### src/rtl/xor_chk_pkg.sv
// Shared types and constants for the XOR response checker.
package xor_chk_pkg;

    typedef enum logic [1:0] {
        IDLE = 2'd0,
        RUN  = 2'd1,
        DONE = 2'd2
    } state_t;

    localparam logic [31:0] POLY = 32'h04C11DB7;
    localparam logic [31:0] SEED = 32'hFFFFFFFF;

endpackage

### src/rtl/xor_resp_misr.sv
// Multiple-input signature register compacting the result stream.
module xor_resp_misr
    import xor_chk_pkg::*;
#(
    parameter int WIDTH = 32
) (
    input  logic             clk,
    input  logic             rst,
    input  logic             clear,
    input  logic             en,
    input  logic [WIDTH-1:0] d,
    output logic [WIDTH-1:0] sig
);

    logic [WIDTH-1:0] fb;

    assign fb = sig[WIDTH-1] ? WIDTH'(POLY) : '0;

    always_ff @(posedge clk) begin
        if (rst) begin
            sig <= WIDTH'(SEED);
        end else if (clear) begin
            sig <= WIDTH'(SEED);
        end else if (en) begin
            sig <= {sig[WIDTH-2:0], 1'b0} ^ fb ^ d;
        end
    end

endmodule

### config.mk
export PLATFORM = sky130hd
export DESIGN_NAME = xor_resp_misr
export DESIGN_NICKNAME = d
export VERILOG_FILES = /design/src/rtl/xor_chk_pkg.sv /design/src/rtl/xor_resp_misr.sv
export SDC_FILE = /design/constraint.sdc
export NUM_CORES = 1
export LEC_CHECK = 0
export CORE_ASPECT_RATIO = 2
export CORE_MARGIN = 2
export CORE_UTILIZATION = 40
export DETAILED_ROUTE_END_ITERATION = 6
export HOLD_SLACK_MARGIN = 0.02
export PLACE_DENSITY = 0.83
export SETUP_SLACK_MARGIN = 0.5
export SYNTH_ARGS = -nofsm -noshare
export SYNTH_HDL_FRONTEND = slang
export SYNTH_SLANG_ARGS = --single-unit
### constraint.sdc
create_clock -name clk -period 2.05 [get_ports clk]
set_input_delay 0.3075 -clock clk [delete_from_list [all_inputs] [get_ports clk]]
set_output_delay 0.3075 -clock clk [all_outputs]
set_load 0.02 [all_outputs]
# Yosys cells after proc, flatten, opt, wreduce, memory -nomap -nowiden
# Index checks and enable logic that the tools add are counted.
classes:
  mux: 1
  n_bitwise: 2
  n_reduce_logical: 1
ops:
  columns: ["op", "count"]
  rows:
  - ["$xor 32x27->32", 1]
  - ["$xor 32x32->32", 1]
  - ["$mux 27", 1]
  - ["$reduce_or 2->1", 1]
word_totals:
  regBits: 32
  inputBits: 36
  out_inout_bits: 32
  elab_cells: 5

# Longest topological paths before layout
# Gate-level depths: netlist of the first run.
logic_depth:
  ltp_word: 3
  ltp_mapped: 3
  mapped_depth_nobuf: 2

# Least setup slack after synthesis of the first run
# OpenSTA, ideal clock, no wires.
synth_timing:
  path_type: "register -> register"
  startpoint: "register sig[31]"
  endpoint: "register sig[10]"
  arrival_ns: 1.207
  t_required_ns: 1.976
  path_slack_ns: 0.768
  path_stages_with_launch: 4
  n_path_buf: 1
  period_less_slack_ns: 1.282
  cell_sequence: "dfxtp_1 buf_6 xnor3_1 o211ai_2"
synth_between:
  elab_chain_cells: 3
synth_lines:
  columns: ["element", "line_no", "source"]
  rows:
  - ["start, declared", "xor_resp_misr.sv:12", "output logic [WIDTH-1:0] sig"]
  - ["start signal, assigned", "xor_resp_misr.sv:21", "sig <= WIDTH'(SEED);"]
  - ["start signal, assigned", "xor_resp_misr.sv:23", "sig <= WIDTH'(SEED);"]
  - ["start signal, assigned", "xor_resp_misr.sv:25", "sig <= {sig[WIDTH-2:0], 1'b0} ^ fb ^ d;"]
  - ["$mux 27", "xor_resp_misr.sv:17", "assign fb = sig[WIDTH-1] ? WIDTH'(POLY) : '0;"]
  - ["$xor 32x27->32", "xor_resp_misr.sv:25", null]
  - ["$xor 32x32->32", "xor_resp_misr.sv:25", null]
# No other way between the ends.
# A chain may end at the register's enable or synchronous reset.

# Final worst setup path of the first run
layout_timing:
  startpoint: "register sig[31]"
  endpoint: "output sig[31]"
# No word-level cell between the ends.

==> results of run 1 <==
-- cells in the mapped netlist (all sizes together) --
cell | instances | area [um2]
clkbuf | 8 | 30.0
buf | 2 | 15.0
inv | 1 | 3.75
nor2 | 1 | 3.75
or2b | 1 | 7.51
dfxtp | 32 | 641
nand2b | 31 | 194
xnor2 | 19 | 166
o211ai | 32 | 285
xnor3 | 13 | 297
-- layout make-up --
class | instances | area, um2
Sequential cell | 32 | 642
Timing Repair Buffer | 72 | 681
Multi-Input combinational cell | 97 | 956
Fill cell | 351 | 1560
Inverter | 1 | 3.75
Clock buffer | 7 | 96.3
Tap cell | 52 | 65.1
-- power by group --
part	switching (mW)	total (mW)	leakage (nW)	internal [mW]
Sequential	0.0304	0.683	0.263	0.653
Combinational	0.139	0.342	0.714	0.203
Clock	0.221	0.520	0.0503	0.299
-- stage by stage --
| step | total power [mW] | instances | cell area, um2 |
|---|---|---|---|
| after floorplan | 0.900 | 140 | 1640 |
| after global placement | 1.06 | 254 | 2390 |
| after detailed placement | 1.06 | 254 | 2390 |
| after CTS | 1.56 | 261 | 2440 |
| after global routing | 1.61 | 261 | 2440 |
| final | 1.55 | 261 | 2440 |
-- cell families after synthesis --
group	Yosys count	share of synthesized area, %
AOI/OAI and AO/OA	32	17.4
xor gates and xnor gates	32	28.2
buffers and inverters	11	2.97
DFF	32	39.0
and+or+nand+nor	33	12.5
-- path summary, 6_finish.rpt --
path / from / endpoint / slack (ns) / cells after the start
setup / recovery: sig[31] / sig[31] / 0.69 / 1
hold / removal: sig[27] / sig[27] / 0.52 / 2
setup reg to reg: sig[31] / sig[23] / 0.74 / 3
hold reg to reg: sig[27] / sig[27] / 0.52 / 2
-- what timing repair did --
| item | CTS | global route |
|---|---|---|
| setup endpoints to repair | 32 | 0 |
| resized for setup | 33 | 0 |
| endpoints found under the hold margin | 0 | 0 |
-- placed cells by master, fill, tap and decap left out --
cell,instances
xnor3_1,12
dfxtp_2,1
buf_12,1
clkbuf_8,7
nor2_2,1
or2b_1,1
xnor2_1,19
inv_1,1
clkdlybuf4s50_1,35
dlygate4sd2_1,32
dfxtp_1,31
xnor3_4,1
buf_4,4
o211ai_2,9
nand2b_1,31
o211ai_1,23
-- routing by layer --
metal  track usage (%)  part of all wire, %  wire (um)
met2              27.5                   47       1730
met3              4.59                  7.5        275
met5                 0                    0          0
met1              20.0                   44       1610
met4              6.43                  1.5         54
==> summary.md, run 1 <==
| Metric | Value |
|---|---|
| WS Path Type | register to output pin |
| Critical Path Start Type | register |
| Hold buffer count at cts | 0 |
| Number of cell rows | 33 |
| Top delay family on crit path | flip-flops |
| Synth Register Bits | 32 |
| Core area | 0.00401 mm2 |
| Unrepaired setup endpoints after global routing | false |
| Max cap viols | 0 |
| Fin util | 61.0% |
| Area grow syn2layout | 48.7% |
| Post-DP HPWL | 2720 um |
| Actual slew at the worst max-slew pin | 0.372 ns |
| Number of global-route vias before repair | 1304 |
| TNS Setup | 0 ns |
| Critical Path Max Stage Delay | 0.42 ns |
| Biggest registers after layout | sig: 32 flops |
| Total CTS buffers | 5 |
| VDD IR-drop max | 0.412 mV |
| CP Capture Type | output pin |
| Clock H-tree levels | 2 |
| Worst Path Buf+Inv | 1 |
| DRT Pass-1 Iters | 6 |
| Nets | 245 |
| Pre-CTS setup slack | 0.449 ns |
| RD Place Congestion | 0.702 |
| Largest net degree at the start of global routing | 33 |
| Chip width | 49.3 um |
| Setup Skew | 0.00349 ns |
| Final Hold Vio Count | 0 |
| Mean Syn Cell Area | 11.7 um2 |
| Buffers on Ports | 67 |
| Layout cells sized above 1 | 11.5% |
| Antenna violations before repair | 0 |
| Top reg by flops | sig |
| CTS clock-pin slew for the worst setup and hold paths | 0.06 ns |
| Effective utilization at floorplan | 41.0% |
| Total routed wirelength | 3670 um |
| Hold Slack | 0.523 ns |
| Clock Sinks | 32 |
| Die Y | 94.6 um |
| Distinct cell type count after synthesis | 13 |
| Register area share after synthesis | 39.0% |
| CP Max Fanout | 9 |
| # setup viols final | 0 |
| Via count | 1291 |
| Ports | 68 |
| CP max-delay cell | dfxtp_2 |
| P per Cell Area | 632 mW/mm2 |
| Initial drt markers | 20 |
| CP cell instances | dlygate4sd2_1 |
| Final WS setup | 0.687 ns |
| Leak | 1.03 nW |
| Post-route ant nets | 0 |
| Drt wl/cell | 14.1 um |
| Root Driver | clkbuf_8 |
| First-pass GRT wire length | 5970 um |
| DRC Markers | 0 |
| Worst-skew pair later-pin latency | 0.28 ns |
| Via-per-instance ratio | 4.95 |
| Post-CTS Setup Repair Bufs | 0 |
| Fmax achieved | 734 MHz |
| Worst rel slew slack | 75.2% |
| Outcome | complete, no violations |
| Max-slew violation count | 0 |
| Clock tree buffer depth | 2 |
| CTS tree | built |
| Die Area | 0.00467 mm2 |
| Shortest period the worst path allows | 1.36 ns |
| Post-synthesis cell area | 0.00164 mm2 |
| Hold WC Path Type | register to register |
| CP required | 1.74 ns |
| Gate count after technology mapping | 140 |
| Final Cycle Share | 66.5% |
| Syn_nets | 176 |
| Largest register FFs | 32 |
| Grt ovf | 0 |
| Tot GR Track Use | 16.5% |
| Synthesis Warnings | 0 |
| Antenna diode count | 0 |
| CP Data Arrival Time | 1.06 ns |
No activity file was read; power rests on OpenSTA's default activity.
==> run 2, diff against run 1 <==
- CORE_UTILIZATION: 40 -> 38
- PLACE_DENSITY: 0.83 -> 0.82
- clock period: 2.05 -> 1.1 ns (I/O delays scaled with it)
==> run 2 against run 1 <==
Effect of this change: the flow now finishes with violations (negative setup slack); power is 100% higher; global-route usage increased by 4.8 points; largest power group unchanged; die area grew 4.9%; count of clock-buffer cells in the layout stayed put; core utilization rose by 19 points; sequential power increased by 83%; clock power rose by 66%.
==> summary.md, run 2 (synthesis gave the netlist of run 1 again) <==
| Metric | Value |
|---|---|
| Commonest non-fill, non-tap cells in the layout | buf_6, clkdlybuf4s50_1, nand2b_1, o211ai_1, dfxtp_4 |
| Area grow syn2layout | 100% |
| Actual slew at the worst max-slew pin | 0.221 ns |
| Final Hold Vio Count | 0 |
| Worst-skew pair later-pin latency | 0.29 ns |
| CP Max Fanout | 2 |
| DRT Pass-1 Iters | 4 |
| Clock power share | 27.6% |
| Sw Share | 27.4% |
| Post-DP HPWL | 3070 um |
| CP Capture Type | register |
| Die Y | 97.0 um |
| First-pass GRT wire length | 7750 um |
| Final Cycle Share | 105% |
| Leak | 1.53 nW |
| TNS Setup | -0.0532 ns |
| Fmax achieved | 868 MHz |
| Antenna violations before repair | 0 |
| Max-slew violation count | 0 |
| R2r setup slk | -0.05 ns |
| Gate power share | 32.5% |
| Fin area | 0.00329 mm2 |
| Shortest period the worst path allows | 1.15 ns |
| Worst r2r src | sig[15] |
| Initial drt markers | 29 |
| Core area | 0.00413 mm2 |
| Drt wl/cell | 17.9 um |
| Root Driver | clkbuf_8 |
| Placed cell count | 285 |
| Violated checks | negative setup slack |
| Number of cell rows | 33 |
| Nets | 290 |
| Via count | 1531 |
| Post-layout total power | 3.12 mW |
| Chip width | 50.5 um |
| Placement Cell Area | 0.00276 mm2 |
| CTS tree | built |
| Clock tree buffer depth | 2 |
| Most common cell after layout, fill and taps aside | buf_6 |
| Critical Path Start Type | register |
| Final WS setup | -0.0520 ns |
| Die Area | 0.00490 mm2 |
| Fill cell count | 213 |
| Min-delay src | rst |
| Grt ovf | 0 |
| P per Cell Area | 949 mW/mm2 |
| Antenna diode count | 0 |
| Outcome | complete, but fails checks |
| Via-per-instance ratio | 4.99 |
| Number of global-route vias before repair | 1628 |
| Largest net degree at the start of global routing | 33 |
| Hold Path End | sig[6] |
| Post-route ant nets | 0 |
| CP cell instances | buf_6 > xnor3_1 > o211ai_1 |
| WS Path Type | register to register |
| Worst reg2reg path depth | 3 |
| Worst rel slew slack | 85.2% |
| Layout cells sized above 1 | 58.4% |
| CP Data Arrival Time | 1.34 ns |
| Setup Skew | 0.00517 ns |
| RD Place Congestion | 0.687 |
| Biggest registers after layout | sig: 32 flops |
| Total CTS buffers | 5 |
| Total routed wirelength | 5490 um |
| Unrepaired setup endpoints after global routing | true |
| Effective utilization at floorplan | 39.8% |
| Buffers on Ports | 67 |
| Max cap viols | 0 |
| R2r endpoint | sig[16] |
| CP max-delay cell | xnor3_1 |
| Tot GR Track Use | 21.3% |
| Fin util | 79.7% |
| Critical Path Max Stage Delay | 0.36 ns |
| Seq pwr share | 40.0% |
| CTS clock-pin slew for the worst setup and hold paths | 0.07 ns |
| DRC Markers | 0 |
| Ports | 68 |
| Final std cells w/o fill | 307 |
| Largest register FFs | 32 |
| Worst Hold Depth | 5 |
| VDD IR-drop max | 0.982 mV |
| Internal power | 2.27 mW |
| Clock Sinks | 32 |
| CP required | 1.29 ns |
| P_sw | 0.856 mW |
| Hold WC Path Type | input pin to register |
| Clock H-tree levels | 2 |
| Top reg by flops | sig |
| # setup viols final | 2 |
[run 2: per-stage QoR]
stage	setup WS [ns]	hold WS (ns)
6_report	-0.0520	0.528
5_1_grt	-0.0684	0.542
4_1_cts	0.0277	0.426
3_5_place_dp	-0.218	0.507
3_3_place_gp	-0.189	0.498
2_1_floorplan	0.125	0.286
[run 2: timing repair]
action / CTS / global route
gates cloned: 1 / 0
setup buffers: 3 / 10
resized for setup: 215 / 35
pin swaps: 24 / 23
endpoints found under the setup margin: 64 / 64
hold buffers: 0 / 0
[run 2: final cells by class]
class / instances / area (um2) / share of cell area, %
multi-input cells: 97 / 1140 / 34.6
well taps: 52 / 65.1 / 1.98
clock buffers: 7 / 76.3 / 2.32
repair buffers: 117 / 1270 / 38.6
clock inverters: 1 / 3.75 / 0.114
flip-flops and latches: 32 / 736 / 22.4
inverters: 1 / 3.75 / 0.114
[run 2: layer usage]
layer / track usage [%] / routed length (um) / part of all wire [%] / up-vias
met5: 0 / 0 / 0 / -
met3: 4.94 / 263 / 4.8 / 12
met2: 37.6 / 3150 / 57 / 58
met4: 11.2 / 123 / 2.2 / 0
li1: - / - / - / 724
met1: 22.6 / 1950 / 35 / 737
[run 2: critical path, delay by kind of cell (launching register included)]
kind / cells / cell delay [ns]
compound gates: 1 / 0.23
xor+xnor: 1 / 0.36
buf+inv: 1 / 0.11
flops: 1 / 0.35
[run 2: power by group through the flow]
stage / Clock, mW / Combinational, mW / Sequential, mW
4_1_cts: 0.884 / 0.886 / 1.24
5_1_grt: 0.926 / 1.07 / 1.25
3_5_place_dp: 0 / 0.816 / 1.25
3_3_place_gp: 0 / 0.807 / 1.25
2_1_floorplan: 0 / 0.337 / 1.34
6_report: 0.861 / 1.01 / 1.25
[run 2: how the worst max path moves through the flow]
stage                     startpoint      end  slack [ns]  cells after the start
after floorplan              sig[22]  sig[23]        0.13                      2
after global placement         d[23]  sig[23]       -0.19                      3
after detailed placement       d[23]  sig[23]       -0.22                      3
after CTS                    sig[31]  sig[16]        0.03                      3
after global routing         sig[15]  sig[16]       -0.07                      3
final                        sig[15]  sig[16]       -0.05                      3
==> run 3, diff against run 2 <==
- CORE_UTILIZATION: 38 -> 40
- PLACE_DENSITY: 0.82 -> 0.83
- TNS_END_PERCENT: default -> 5
- clock period: 1.1 -> 1.47 ns (I/O delays scaled with it)
==> run 3 against run 2 <==
Effect of this change: the flow now finishes without violations; fmax increased by 5.7%; clock skew increased by 0.0028 ns; cell area decreased by 26%; sequential power decreased by 24%; worst setup slack improved by 0.43 ns; cell count decreased by 12%; register-to-register slack improved by 0.43 ns; die area decreased by 4.7%; routed wire length decreased by 30%; worst hold slack got worse by 0.12 ns; core utilization decreased by 19 points; critical endpoint unchanged; largest cell class is now multi-input gates; largest power group unchanged.
==> summary.md, run 3 (synthesis gave the netlist of run 1 again) <==
| Metric | Value |
|---|---|
| Clock tree buffer depth | 2 |
| Top reg by flops | sig |
| Register area | 648 um2 |
| Chip width | 49.3 um |
| CP Max Fanout | 4 |
| Pre-CTS setup slack | 0.106 ns |
| Final Cycle Share | 74.1% |
| Placed cell count | 257 |
| DRT Pass-1 Iters | 4 |
| Multi-input logic area | 961 um2 |
| WS Path Type | register to register |
| Number of cell rows | 33 |
| CTS clock-pin slew for the worst setup and hold paths | 0.07 ns |
| Layout cells sized above 1 | 30.4% |
| Number of global-route vias before repair | 1355 |
| Final WS setup | 0.380 ns |
| Post-layout total power | 2.19 mW |
| Tot GR Track Use | 18.0% |
| CTS tree | built |
| Root Driver | clkbuf_8 |
| Die Y | 94.6 um |
| Worst-skew pair later-pin latency | 0.28 ns |
| Setup Skew | 0.00793 ns |
| CP Capture Type | register |
| Core area | 0.00401 mm2 |
| Ports | 68 |
| Buffers on Ports | 67 |
| Leak | 1.08 nW |
| Area grow syn2layout | 47.5% |
| VDD IR-drop max | 0.618 mV |
| Total CTS buffers | 5 |
| Total routed wirelength | 3830 um |
| CP Data Arrival Time | 1.29 ns |
| DRC Markers | 0 |
| Antenna diode count | 0 |
| Most common cell after layout, fill and taps aside | clkdlybuf4s50_1 |
| Shortest period the worst path allows | 1.09 ns |
| Unrepaired setup endpoints after global routing | true |
| Actual slew at the worst max-slew pin | 0.174 ns |
| Hold WC Path Type | input pin to register |
| Final std cells w/o fill | 269 |
| Final Hold Vio Count | 0 |
| Hold buffer count at cts | 0 |
| Fmax achieved | 918 MHz |
| Via-per-instance ratio | 4.85 |
| Max-slew violation count | 0 |
| Commonest non-fill, non-tap cells in the layout | clkdlybuf4s50_1, nand2b_1, buf_2, dfxtp_1, o211ai_1 |
| Grt ovf | 0 |
| RD Place Congestion | 0.711 |
| Post-route ant nets | 0 |
| Largest register FFs | 32 |
| Antenna violations before repair | 0 |
| Via count | 1304 |
| Largest net degree at the start of global routing | 33 |
| CP required | 1.67 ns |
| P per Cell Area | 903 mW/mm2 |
| Critical Path Start Type | register |
| Die Area | 0.00467 mm2 |
| Initial drt markers | 14 |
| Clock Sinks | 32 |
| Worst rel slew slack | 88.3% |
| Nets | 252 |
| Drt wl/cell | 14.2 um |
| Biggest registers after layout | sig: 32 flops |
| TNS Setup | 0 ns |
| Outcome | complete, no violations |
| Fill cell count | 341 |
| # setup viols final | 0 |
| Effective utilization at floorplan | 41.0% |
| Clock H-tree levels | 2 |
| Max cap viols | 0 |
| Post-DP HPWL | 2860 um |
| First-pass GRT wire length | 6500 um |
==> run 3: changes by cell type in the layout (fill, tap and decap cells not counted), moves of 7 or more <==
| cell | delta |
|---|---|
| buf_4 | -8 |
| dfxtp_4 | -21 |
| buf_6 | -57 |
| xnor2_2 | -15 |
| dfxtp_2 | -7 |
| dfxtp_1 | +28 |
| buf_2 | +31 |
| xnor2_1 | +18 |
==> run 3: worst max-delay path, stage by stage, from the launching register on <==
cell and delay (ns):
dfxtp_4 0.36, buf_6 0.11, xnor3_1 0.37, o211ai_1 0.17
==> run 3: layout make-up <==
| class | count | share of cell area (%) |
|---|---|---|
| Sequential cell | 32 | 26.7 |
| Clock buffer | 8 | 4.13 |
| Timing Repair Buffer | 79 | 26.6 |
| Inverter | 1 | 0.155 |
| Multi-Input combinational cell | 97 | 39.6 |
| Tap cell | 52 | 2.68 |
==> run 3: what timing repair did <==
| item | CTS | global route |
|---|---|---|
| endpoints found under the setup margin | 57 | 64 |
| resized for setup | 134 | 3 |
| buffers inserted | 4 | 0 |
| pin swaps | 3 | 3 |
==> run 3: power by group <==
group          internal [mW]  leakage, nW  total (mW)  switching [mW]
registers              0.910        0.262       0.950          0.0398
clock network          0.427       0.0515       0.740           0.313
logic                  0.295        0.770       0.498           0.203
total                   1.63         1.08        2.19           0.556
==> run 3: stage by stage <==
step,instance area [um2],hold WS [ns],util (%)
2_1_floorplan,1650,0.375,-
3_3_place_gp,2430,0.502,60.6
3_5_place_dp,2430,0.506,60.6
4_1_cts,2410,0.521,60.2
5_1_grt,2420,0.430,60.5
6_report,2420,0.410,60.5
==> run 3: layer usage <==
metal | wire length [um] | part of all wire, % | global-route usage, % | up-vias
met5 | 0 | 0 | 0 | -
met4 | 62 | 1.6 | 6.19 | 0
met3 | 259 | 6.8 | 5.22 | 7
met2 | 1920 | 50 | 31.0 | 55
met1 | 1590 | 41 | 21.2 | 603
li1 | - | - | - | 639
==> run 3: path summary, 6_finish.rpt <==
kind / startpoint / end / slack [ns] / cells past startpoint
min reg2reg: sig[19] / sig[19] / 0.52 / 2
max: sig[31] / sig[16] / 0.38 / 3
min: d[22] / sig[22] / 0.41 / 3
max reg2reg: sig[31] / sig[16] / 0.38 / 3
